--- src/rtl/fx_arith_unit.sv ---
// Signed fixed-point arithmetic unit: ADD, SUB and MUL complete in one cycle,
// DIV iterates a restoring divider for W+FRAC cycles. Results wait in HOLD
// until the consumer takes them.
// Optional feature macro: FX_ARITH_SAT_EN (saturate overflowing results
// instead of wrapping to the low W bits).
module fx_arith_unit #(
    parameter int unsigned W    = 16,
    parameter int unsigned FRAC = 8
) (
    input  logic         clk,
    input  logic         rst_n,
    input  logic         in_valid_i,
    output logic         in_ready_o,
    input  logic [1:0]   op_i,
    input  logic [W-1:0] a_i,
    input  logic [W-1:0] b_i,
    output logic         out_valid_o,
    input  logic         out_ready_i,
    output logic [W-1:0] xout_o,
    output logic         ovf_o,
    output logic         div0_o
);

    localparam int unsigned XW = 2 * W;            // widest intermediate (full product)
    localparam int unsigned NB = W + FRAC;         // dividend / quotient bits
    localparam int unsigned CW = $clog2(NB + 1);

    localparam logic [W-1:0] MaxPos = {1'b0, {(W-1){1'b1}}};
    localparam logic [W-1:0] MaxNeg = {1'b1, {(W-1){1'b0}}};

    typedef enum logic [1:0] {StIdle, StDiv, StHold} state_e;

    state_e          state_q, state_d;
    logic [W-1:0]    res_q, res_d;
    logic            ovf_q, ovf_d;
    logic            div0_q, div0_d;
    logic [NB-1:0]   dvd_q, dvd_d;
    logic [NB-1:0]   quo_q, quo_d;
    logic [W-1:0]    rem_q, rem_d;
    logic [W-1:0]    dvs_q, dvd_abs_unused, dvs_d;
    logic            neg_q, neg_d;
    logic [CW-1:0]   cnt_q, cnt_d;

    // Range-check a sign-extended value to W bits; returns {ovf, result}.
    function automatic logic [W:0] fit(input logic [XW-1:0] v);
        logic         ovf;
        logic [W-1:0] r;
        ovf = !((&v[XW-1:W-1]) || !(|v[XW-1:W-1]));
        r   = v[W-1:0];
`ifdef FX_ARITH_SAT_EN
        if (ovf) r = v[XW-1] ? MaxNeg : MaxPos;
`endif
        return {ovf, r};
    endfunction

    logic [XW-1:0]        a_ext, b_ext, sum, dif, mul_sh, div_mag, div_val;
    logic signed [XW-1:0] prod;
    logic [W-1:0]         a_abs, b_abs;
    logic [W:0]           rem_sh, rem_sub;
    logic                 qbit;
    logic [NB-1:0]        quo_next;

    // Datapath: one-cycle results and one restoring-division step.
    always_comb begin
        a_ext    = {{W{a_i[W-1]}}, a_i};
        b_ext    = {{W{b_i[W-1]}}, b_i};
        sum      = a_ext + b_ext;
        dif      = a_ext - b_ext;
        prod     = $signed(a_i) * $signed(b_i);
        mul_sh   = prod >>> FRAC;
        a_abs    = a_i[W-1] ? (~a_i + 1'b1) : a_i;
        b_abs    = b_i[W-1] ? (~b_i + 1'b1) : b_i;
        rem_sh   = {rem_q, dvd_q[NB-1]};
        rem_sub  = rem_sh - {1'b0, dvs_q};
        qbit     = ~rem_sub[W];
        quo_next = {quo_q[NB-2:0], qbit};
        div_mag  = XW'(quo_next);
        div_val  = neg_q ? (~div_mag + 1'b1) : div_mag;
    end

    assign dvd_abs_unused = '0;

    // Next-state logic for FSM, result registers and divider.
    always_comb begin
        state_d = state_q;
        res_d   = res_q;
        ovf_d   = ovf_q;
        div0_d  = div0_q;
        dvd_d   = dvd_q;
        quo_d   = quo_q;
        rem_d   = rem_q;
        dvs_d   = dvs_q;
        neg_d   = neg_q;
        cnt_d   = cnt_q;
        unique case (state_q)
            StIdle: begin
                if (in_valid_i) begin
                    div0_d  = 1'b0;
                    state_d = StHold;
                    unique case (op_i)
                        2'd0: {ovf_d, res_d} = fit(sum);
                        2'd1: {ovf_d, res_d} = fit(dif);
                        2'd2: {ovf_d, res_d} = fit(mul_sh);
                        2'd3: begin
                            if (b_i == '0) begin
                                // Divide by zero: skip iteration, clamp by dividend sign.
                                res_d  = a_i[W-1] ? MaxNeg : MaxPos;
                                ovf_d  = 1'b1;
                                div0_d = 1'b1;
                            end else begin
                                state_d = StDiv;
                                dvd_d   = NB'(a_abs) << FRAC;
                                dvs_d   = b_abs;
                                quo_d   = '0;
                                rem_d   = '0;
                                neg_d   = a_i[W-1] ^ b_i[W-1];
                                cnt_d   = '0;
                            end
                        end
                        default: ;
                    endcase
                end
            end
            StDiv: begin
                dvd_d = dvd_q << 1;
                quo_d = quo_next;
                rem_d = qbit ? rem_sub[W-1:0] : rem_sh[W-1:0];
                cnt_d = cnt_q + 1'b1;
                if (cnt_q == CW'(NB - 1)) begin
                    {ovf_d, res_d} = fit(div_val);
                    div0_d         = 1'b0;
                    state_d        = StHold;
                end
            end
            StHold: begin
                if (out_ready_i) begin
                    state_d = StIdle;
                    ovf_d   = 1'b0;
                    div0_d  = 1'b0;
                end
            end
            default: state_d = StIdle;
        endcase
    end

    // State and datapath registers; reset discards any operation in flight.
    always_ff @(posedge clk or negedge rst_n) begin
        if (!rst_n) begin
            state_q <= StIdle;
            res_q   <= '0;
            ovf_q   <= 1'b0;
            div0_q  <= 1'b0;
            dvd_q   <= '0;
            quo_q   <= '0;
            rem_q   <= '0;
            dvs_q   <= '0;
            neg_q   <= 1'b0;
            cnt_q   <= '0;
        end else begin
            state_q <= state_d;
            res_q   <= res_d;
            ovf_q   <= ovf_d;
            div0_q  <= div0_d;
            dvd_q   <= dvd_d;
            quo_q   <= quo_d;
            rem_q   <= rem_d;
            dvs_q   <= dvs_d;
            neg_q   <= neg_d;
            cnt_q   <= cnt_d;
        end
    end

    assign in_ready_o  = (state_q == StIdle);
    assign out_valid_o = (state_q == StHold);
    assign xout_o      = res_q;
    assign ovf_o       = ovf_q & out_valid_o;
    assign div0_o      = div0_q & out_valid_o;

endmodule

--- config.mk ---
export PLATFORM = sky130hd
export DESIGN_NAME = fx_arith_unit
export DESIGN_NICKNAME = d
export VERILOG_FILES = /design/src/rtl/fx_arith_unit.sv
export SDC_FILE = /design/constraint.sdc
export NUM_CORES = 1
export LEC_CHECK = 0
export CELL_PAD_IN_SITES_DETAIL_PLACEMENT = 0
export CELL_PAD_IN_SITES_GLOBAL_PLACEMENT = 2
export CORE_ASPECT_RATIO = 1.25
export CORE_MARGIN = 2
export CORE_UTILIZATION = 36
export CTS_CLUSTER_DIAMETER = 60
export DETAILED_ROUTE_END_ITERATION = 8
export PLACE_DENSITY_LB_ADDON = 0.1
export SYNTH_ARGS = -nofsm -noshare
export SYNTH_HDL_FRONTEND = slang
export SYNTH_SLANG_ARGS = --single-unit
export TNS_END_PERCENT = 10
--- constraint.sdc ---
create_clock -name clk -period 3.58 [get_ports clk]
set_clock_uncertainty 0.05 [all_clocks]
set_input_delay 0.358 -clock clk [delete_from_list [all_inputs] [get_ports clk]]
set_output_delay 0.358 -clock clk [all_outputs]
set_load 0.1 [all_outputs]
# Word-level counts from Yosys, hierarchy flattened
# Cells that the tools add are included.
totals:
  inputBits: 38
  ff_bits: 105
  output_inout_bits: 20
  elab_cells: 112
classes:
  bitwise_logic: 8
  mul: 1
  n_eq_ne: 12
  n_addsub: 7
  n_mux: 43
  reduce_logical: 31
ops:
  columns: ["cell", "count"]
  rows:
  - ["two-way mux 16 bit", 10]
  - ["two-way mux 24 bit", 3]
  - ["two-way mux 23 bit", 3]
  - ["one-hot mux 16 bit (2 select lines)", 2]
  - ["one-hot mux 16 bit (4 select lines)", 1]
  - ["AND reduction 17 bit", 3]
  - ["OR reduction 17 bit", 3]
  - ["one-hot mux 24 bit (2 select lines)", 1]
  - ["one-hot mux 23 bit (2 select lines)", 1]
  - ["adder 16 x 1 -> 16 bit (second input constant)", 2]
  - ["adder 32 x 1 -> 32 bit (second input constant)", 1]
  - ["multiplier 16 x 16 -> 32 bit", 1]
  - ["two-way mux 32 bit", 1]
  - ["inverter 16 bit", 2]
  - ["inverter 24 -> 32 bit", 1]
  - ["adder 16 x 16 -> 17 bit", 1]
  - ["subtractor 16 x 16 -> 17 bit", 1]
  - ["subtractor 17 x 16 -> 17 bit", 1]
  - ["zero test 16 bit", 1]
  - ["AND reduction 4 bit", 4]
  - ["two-way mux 5 bit", 3]
  - ["two-way mux 2 bit", 5]
  - ["one-hot mux 5 bit (2 select lines)", 1]
  - ["AND reduction 9 bit", 1]
  - ["22 further kinds", 49]

# Logic depth before layout (Yosys ltp)
# Gate-level depths: netlist (run 1).
depth:
  ltp_word: 11
  mapped_depth: 27
  depth_no_buf: 25

# Least setup slack after synthesis (run 1)
# Ideal clock, no wire load.
synth_timing:
  path_type: "input port to flip-flop"
  start: "in a_i[15]"
  end: "reg ovf_q"
  setup_ns: 0.145
  t_arrival_ns: 6.830
  t_required_ns: 3.385
  stages: 25
  slack_ns: -3.444
  path_buffers: 4
  cell_sequence: "clkbuf_1 > clkbuf_1 > clkbuf_1 > nand2_1 > inv_1 > fa_1 > fa_1 > fa_1 > fa_1 > fa_1 > inv_1 > fa_1 > inv_1 > ha_1 > clkbuf_1 > a21o_1 > a21o_1 > or4_1 > a31oi_1 > o21ai_1 > a21oi_2 > a21oi_1 > mux2i_1 > o41ai_1 > o311ai_1"
synth_between:
  elab_chain_cells: 8
synth_lines:
  columns: ["element", "line_no", "source"]
  rows:
  - ["start, declared", "15", "input logic [W-1:0] a_i,"]
  - ["multiplier 16 x 16 -> 32 bit, or another cell as far along", "69", "prod = $signed(a_i) * $signed(b_i);"]
  - ["OR reduction 9 bit or OR reduction 17 bit (tied branches)", "48", "ovf = !((&v[XW-1:W-1]) || !(|v[XW-1:W-1]));"]
  - ["zero test 1 bit", "48", null]
  - ["logical OR 1 bit", "48", null]
  - ["zero test 1 bit", "48", null]
  - ["one-hot mux 1 bit (4 select lines) (*)", "100", "unique case (op_i)"]
  - ["two-way mux 1 bit (*)", "97", "if (in_valid_i) begin"]
  - ["one-hot mux 1 bit (3 select lines) (*)", "95", "unique case (state_q)"]
  - ["end signal, assigned", "162", "ovf_q <= ovf_d;"]
  - ["end, declared", "35", "logic ovf_q, ovf_d;"]
# Every way passes the cells marked *; elsewhere a longest branch is shown, timed or not. The select of a mux whose other input is x is not followed.
# A chain may end at the register's enable or synchronous reset.

# Worst setup path after layout (run 1)
layout_timing:
  start: "in a_i[5]"
  end: "reg ovf_q"
# The elaborated chain is that of the path after synthesis.

==> metrics.md, run 1 <==
| Metric | Value |
|---|---|
| Status | finished with violations |
| Failing checks | setup timing |
| Fin crit share | 1.74 |
| Final setup fails | 17 |
| Share of layout cells above drive strength 1 | 0.271 |
| GRT Total Usage | 0.240 |
| Largest net degree at the start of global routing | 60 |
| Die width | 201 um |
| CP top delay family | adder cells |
| DR WL/cell | 18.9 um |
| CTS tree | yes |
| Startpoint types | input pin |
| Fill cell count | 4791 |
| DR vias | ~15000 |
| Via/cell ratio | 4.95 |
| I/O Buffers | 57 |
| Max_cap viols | 0 |
| Top Ports | 58 |
| Crit path top cell by count | fa_1 |
| Area grow syn2layout | 33.1% |
| Area leader, netlist | fa_1 |
| Final Critical Period | 6.22 ns |
| Unique masters post-synth | between 80 and 90 |
| Mapped Area | ~18000 um^2 |
| Core area | between 40000 and 50000 um^2 |
| Core Util, Final | 0.484 |
| Syn avg cell area | 8.48 um^2 |
| Crit path kind | in2reg |
| RSZ-0062 raised after global routing | yes |
| EDFF count, synth | 0 |
| Final hold viol count | 0 |
| Most common cell in the netlist | inv_1 |
| Row Count | 90 |
| DRC | 0 |
| CTS Sinks | 97 |
| DP Wirelength | 47.3 mm |
| Critical path peak fanout | 7 |
| Final Net Count | 2886 |
| Peak per-stage delay on the critical path | 0.60 ns |
| Initial antenna violation count | 0 |
| Post-synth net total | about 2500 |
| Post-synth top area share | 0.301 |
| Top post-synthesis cells by count | inv_1, fa_1, nand2_1 |
| Fin worst setup slack | -2.64 ns |
| H-tree depth | 3 |
| Slew @ Worst Pin | about 0.98 ns |
| Post-Route WL | 58.6 mm |
| Async set-reset flop share out of synthesis | 1.00 |
| Initial cell density of the core | 0.364 |
| Routed Antenna Nets | 0 |
| Global route overflow | 0 |
| Mapped Cells | between 2000 and 2500 |
| GPL Wtd Cong | 0.877 |
| First-pass DRT Iterations | 5 |
| # diodes | 0 |
| Number of buffers and inverters on the critical path | 7 |
| Synthesis Warnings | 0 |
| Die area | 50500 um^2 |
| Rel. slew slack | 0.346 |
| Initial DRC Count | roughly 650 |
| Clock-pin slew on the worst setup and hold paths | 0.07 ns |
| Fmax | 161 MHz |
| Post-synth top flop | dfrtp_1 |
| Crit-path slowest cell | fa_2 |
| Worst setup EP type | register |
| CTS root buffer | clkbuf_16 |
| Die height | 251 um |
| Data arrival, critical path | 6.44 ns |
| Vias in the first global route | ~17000 |
| Worst-skew pair later-pin latency | 0.36 ns |
| Max-slew violations | 0 |
| CTS Buffer Depth | 2 |
| Area contributors post-synth | fa_1, dfrtp_1, ha_1 |
| Synth Register Bits | 97 |
| First-pass GRT wire length | 94.2 mm |
| CTS buffer count | 9 |
| CP required | 3.80 ns |
| Sequential-to-total area share from yosys stat | 0.138 |
| HP Class | in2async |
## flip-flops by register name, indices dropped and copies added, names as in the netlist, 2 cells and up
signal and count:
cnt_q 5, dvd_q 16, dvs_q 16, quo_q 23, rem_q 16, state_q 2
xout_o 16
## cell families (layout without fill, tap and decap cells)
kind of cell,after synthesis,count (layout),share of synthesized area
flops,97,97,0.138
compound gates,329,329,0.125
simple gates,660,660,0.176
fa+ha+maj,400,400,0.398
mux,10,10,0.00585
buf+inv,469,853,0.104
xor+xnor,104,104,0.0519
## final timing paths
check | start | to | slack (ns) | depth (start not counted)
worst max-delay path | a_i[5] | ovf_q$_DFFE_PN0P_ | -2.64 | 25
worst min-delay path | rst_n | rem_q[8]$_DFFE_PN0P_ | 0.01 | 1
worst max register to register | dvd_q[23]$_DFFE_PN0P_ | ovf_q$_DFFE_PN0P_ | -0.49 | 20
worst min register to register | dvs_q[10]$_DFFE_PN0P_ | dvs_q[10]$_DFFE_PN0P_ | 0.44 | 2
max in group asynchronous | rst_n | dvd_q[14]$_DFFE_PN0P_ | 2.67 | 2
min in group clk | dvs_q[10]$_DFFE_PN0P_ | dvs_q[10]$_DFFE_PN0P_ | 0.44 | 2
## metrics by stage
| step | hold slack [ns] | area (um^2) | instances | worst slack (ns) | setup TNS (ns) |
|---|---|---|---|---|---|
| finish | 0.0141 | 23300 | 3097 | -2.64 | -35.21 |
| global route | 0.0925 | 23300 | 3097 | -2.84 | -38.86 |
| CTS | 0.0633 | 23000 | 3092 | -2.60 | -36.90 |
| detailed placement | 0.424 | 21500 | 3018 | -3.85 | -56.00 |
| global placement | 0.418 | 21500 | 3018 | -3.80 | -54.61 |
| floorplan | 0.0124 | 17600 | 2069 | -2.95 | -36.29 |
## layer usage
layer | global-route usage | routed length [um] | vias to the layer above
met5 | 0 | 0 | -
met4 | 0.0534 | 1080 | 0
met3 | 0.0122 | 1070 | 47
met2 | 0.463 | 31900 | 163
met1 | 0.291 | 24500 | 7771
li1 | - | - | 7346
## layout make-up
class,instances,area [um^2],share of cell area
Clock inverter,5,62.6,0.00268
Clock buffer,11,233,0.00997
Inverter,363,1380,0.0590
Tap cell,644,806,0.0345
Multi-Input combinational cell,1503,14000,0.601
Sequential cell,97,2430,0.104
Timing Repair Buffer,474,4400,0.188
## cell usage in the layout (no fill, tap or decap), drive strengths merged, types with 81 or more instances in the layout
master  count
nor2      141
buf       439
inv       362
fa        264
dfrtp      97
o21ai      81
a21oi      85
ha        136
nand2     261
and2       98
## what timing repair did
item | in CTS | in global routing
pin swaps | 92 | 66
hold endpoints to repair | 0 | 0
hold buffers | 0 | 0
setup buffers | 51 | 7
setup endpoints to repair | 17 | 33
resized for setup | 301 | 102
gates cloned | 8 | 0
Power of run 1 is left out: the tool's default activity adds up to more than one toggle a clock period on the data nets, which glitch-free logic cannot reach.
==> run 2, diff against run 1 <==
--- a/config.mk
+++ b/config.mk
@@ -7,8 +7,7 @@
 export LEC_CHECK = 0
 export CELL_PAD_IN_SITES_DETAIL_PLACEMENT = 0
 export CELL_PAD_IN_SITES_GLOBAL_PLACEMENT = 2
-export CORE_ASPECT_RATIO = 1.25
-export CORE_MARGIN = 2
+export CORE_MARGIN = 8
 export CORE_UTILIZATION = 36
 export CTS_CLUSTER_DIAMETER = 60
 export DETAILED_ROUTE_END_ITERATION = 8
==> metrics.md, run 2 (same netlist as run 1, synthesis figures left out) <==
| Metric | Value |
|---|---|
| DP Wirelength | 47.9 mm (+1.2%) |
| R2R Path End | ovf_q$_DFFE_PN0P_ |
| Post-Route WL | 59.6 mm (+1.8%) |
| Fin cells | 3107 (+0.32%) |
| I/O Buffers | 57 (unchanged) |
| H-tree depth | 3 (unchanged) |
| Fmax | 161 MHz (+0.24%) |
| HP Class | in2async |
| Max_cap viols | 0 (unchanged) |
| Crit-path slowest cell | fa_1 |
| Fin crit share | 1.73 (-0.00421) |
| Number of buffers and inverters on the critical path | 9 (+2) |
| Critical path peak fanout | 5 (-2) |
| Data arrival, critical path | 6.42 ns (-0.02 ns) |
| Final Net Count | 2918 (+1.1%) |
| Fin worst setup slack | -2.63 ns (+0.0151 ns) |
| CTS Buffer Depth | 2 (unchanged) |
| Vias in the first global route | 16900 (+0.84%) |
| Global route overflow | 0 (unchanged) |
| Via/cell ratio | 4.95 (+0.11%) |
| Slew @ Worst Pin | 0.996 ns (+0.0179 ns) |
| Max-slew violations | 0 (unchanged) |
| Share of layout cells above drive strength 1 | 0.284 (+0.0126) |
| Crit path top cell by count | fa_1 |
| Initial DRC Count | 733 (+12%) |
| RSZ-0062 raised after global routing | yes |
| Top Ports | 58 (unchanged) |
| Hold buffers post-CTS | 0 (unchanged) |
| RR Startpoint | dvd_q[23]$_DFFE_PN0P_ |
| First-pass DRT Iterations | 5 (unchanged) |
| Routed Antenna Nets | 0 (unchanged) |
| DR WL/cell | 19.2 um (+1.5%) |
| CP required | 3.79 ns (about the same) |
| # diodes | 0 (unchanged) |
| Largest Register | quo_q |
| Core area | 48500 um^2 (+0.72%) |
| Largest register FFs | 23 (unchanged) |
| Worst setup EP type | register |
| Initial cell density of the core | 0.361 (-0.00262) |
| Failing checks | hold timing, setup timing |
| CTS Sinks | 97 (unchanged) |
| Row Count | 81 (-10%) |
| DR vias | 15400 (+0.43%) |
| Worst-skew pair later-pin latency | 0.35 ns (about the same) |
| CTS root buffer | clkbuf_16 |
| CTS tree | yes |
| DRC | 0 (unchanged) |
| Clock-pin slew on the worst setup and hold paths | 0.08 ns (about the same) |
| Peak per-stage delay on the critical path | 0.54 ns (-0.06 ns) |
| GPL Wtd Cong | 0.863 (-1.6%) |
| First-pass GRT wire length | 96.8 mm (+2.7%) |
| GRT Total Usage | 0.219 (-0.0212) |
| Reg2reg setup slack | -0.65 ns (-0.16 ns) |
| Rel. slew slack | 0.334 (-0.0120) |
| Most frequent cells in the layout | buf_4, inv_1, nand2_1 |
| Final Critical Period | 6.21 ns (-0.0151 ns) |
| CTS buffer count | 9 (unchanged) |
| Crit path kind | in2reg |
| Die width | 237 um (+18%) |
| R2R cell count | 19 (-5.0%) |
| Final hold viol count | 5 (+5) |
| Final setup fails | 17 (unchanged) |
| Largest net degree at the start of global routing | 57 (-5.0%) |
| Area grow syn2layout | 34.2% |
| Die area | 56000 um^2 (+11%) |
| CP top delay family | adder cells |
| Die height | 237 um (-5.6%) |
| Placed insts | 3013 (-0.17%) |
| Initial antenna violation count | 1 (+1) |
| WHS | -0.0103 ns (-0.0244 ns) |
| Startpoint types | input pin |
| Commonest non-fill, non-tap cell in the layout | buf_4 |
| Status | finished with violations |
-- run 2: area by class of cell --
| class | count | area (um^2) |
|---|---|---|
| Inverter | 363 | 1370 |
| Timing Repair Buffer | 506 | 4580 |
| Multi-Input combinational cell | 1503 | 14100 |
| Fill cell | 4677 | 25000 |
| Tap cell | 622 | 778 |
| Clock inverter | 7 | 87.6 |
| Sequential cell | 97 | 2430 |
| Clock buffer | 9 | 225 |
-- run 2: worst max-delay path by stage --
stage	startpoint	to	slack (ns)	depth (start not counted)
after floorplan	a_i[15]	ovf_q$_DFFE_PN0P_	-2.95	25
after detailed placement	b_i[11]	ovf_q$_DFFE_PN0P_	-3.74	24
after CTS	a_i[5]	ovf_q$_DFFE_PN0P_	-2.67	29
final	a_i[7]	ovf_q$_DFFE_PN0P_	-2.63	28
after global placement	b_i[11]	ovf_q$_DFFE_PN0P_	-3.63	24
after global routing	b_i[3]	ovf_q$_DFFE_PN0P_	-2.81	27
-- run 2: what timing repair did --
action,CTS,global route
gates cloned,8,0
setup endpoints to repair,17,31
setup buffers,53,21
hold endpoints to repair,0,0
pin swaps,110,84
gates resized for setup,273,133
-- run 2: worst reg2reg max path, cell delays in order, from the launching register on --
cell and delay (ns):
dfrtp_1 0.38, inv_1 0.08, ha_1 0.20, fa_1 0.20
nor2b_1 0.07, o31ai_1 0.29, a21oi_1 0.17, a221o_1 0.39
a21oi_2 0.21, o21bai_1 0.08, a21oi_1 0.22, xor2_2 0.25
ha_1 0.26, nand3_1 0.13, nor3_1 0.28, nand2_1 0.09
o31ai_1 0.24, o211ai_1 0.25, nand3_1 0.17, o311ai_1 0.11
-- run 2: per-layer routing --
| metal | vias up | GRT usage | wire (um) | share of wire |
|---|---|---|---|---|
| met2 | 151 | 0.395 | 30400 | 0.51 |
| met5 | - | 0 | 0 | 0 |
| met3 | 46 | 0.0119 | 1030 | 0.017 |
| met4 | 0 | 0.0401 | 1010 | 0.017 |
| met1 | 7778 | 0.289 | 27200 | 0.46 |
| li1 | 7418 | - | - | - |
-- run 2: through the flow --
step | cell area, um^2 | setup TNS (ns) | worst slack, ns | hold WS [ns] | utilization
6_report | 23500 | -36.99 | -2.63 | -0.0103 | 0.485
5_1_grt | 23500 | -40.28 | -2.81 | 0.0567 | 0.485
4_1_cts | 23100 | -37.93 | -2.67 | 0.0466 | 0.475
3_5_place_dp | 21500 | -53.77 | -3.74 | 0.419 | 0.443
3_3_place_gp | 21500 | -53.16 | -3.63 | 0.415 | 0.443
2_1_floorplan | 17600 | -36.29 | -2.95 | 0.0124 | -
Power of run 2 is left out for the same reason.
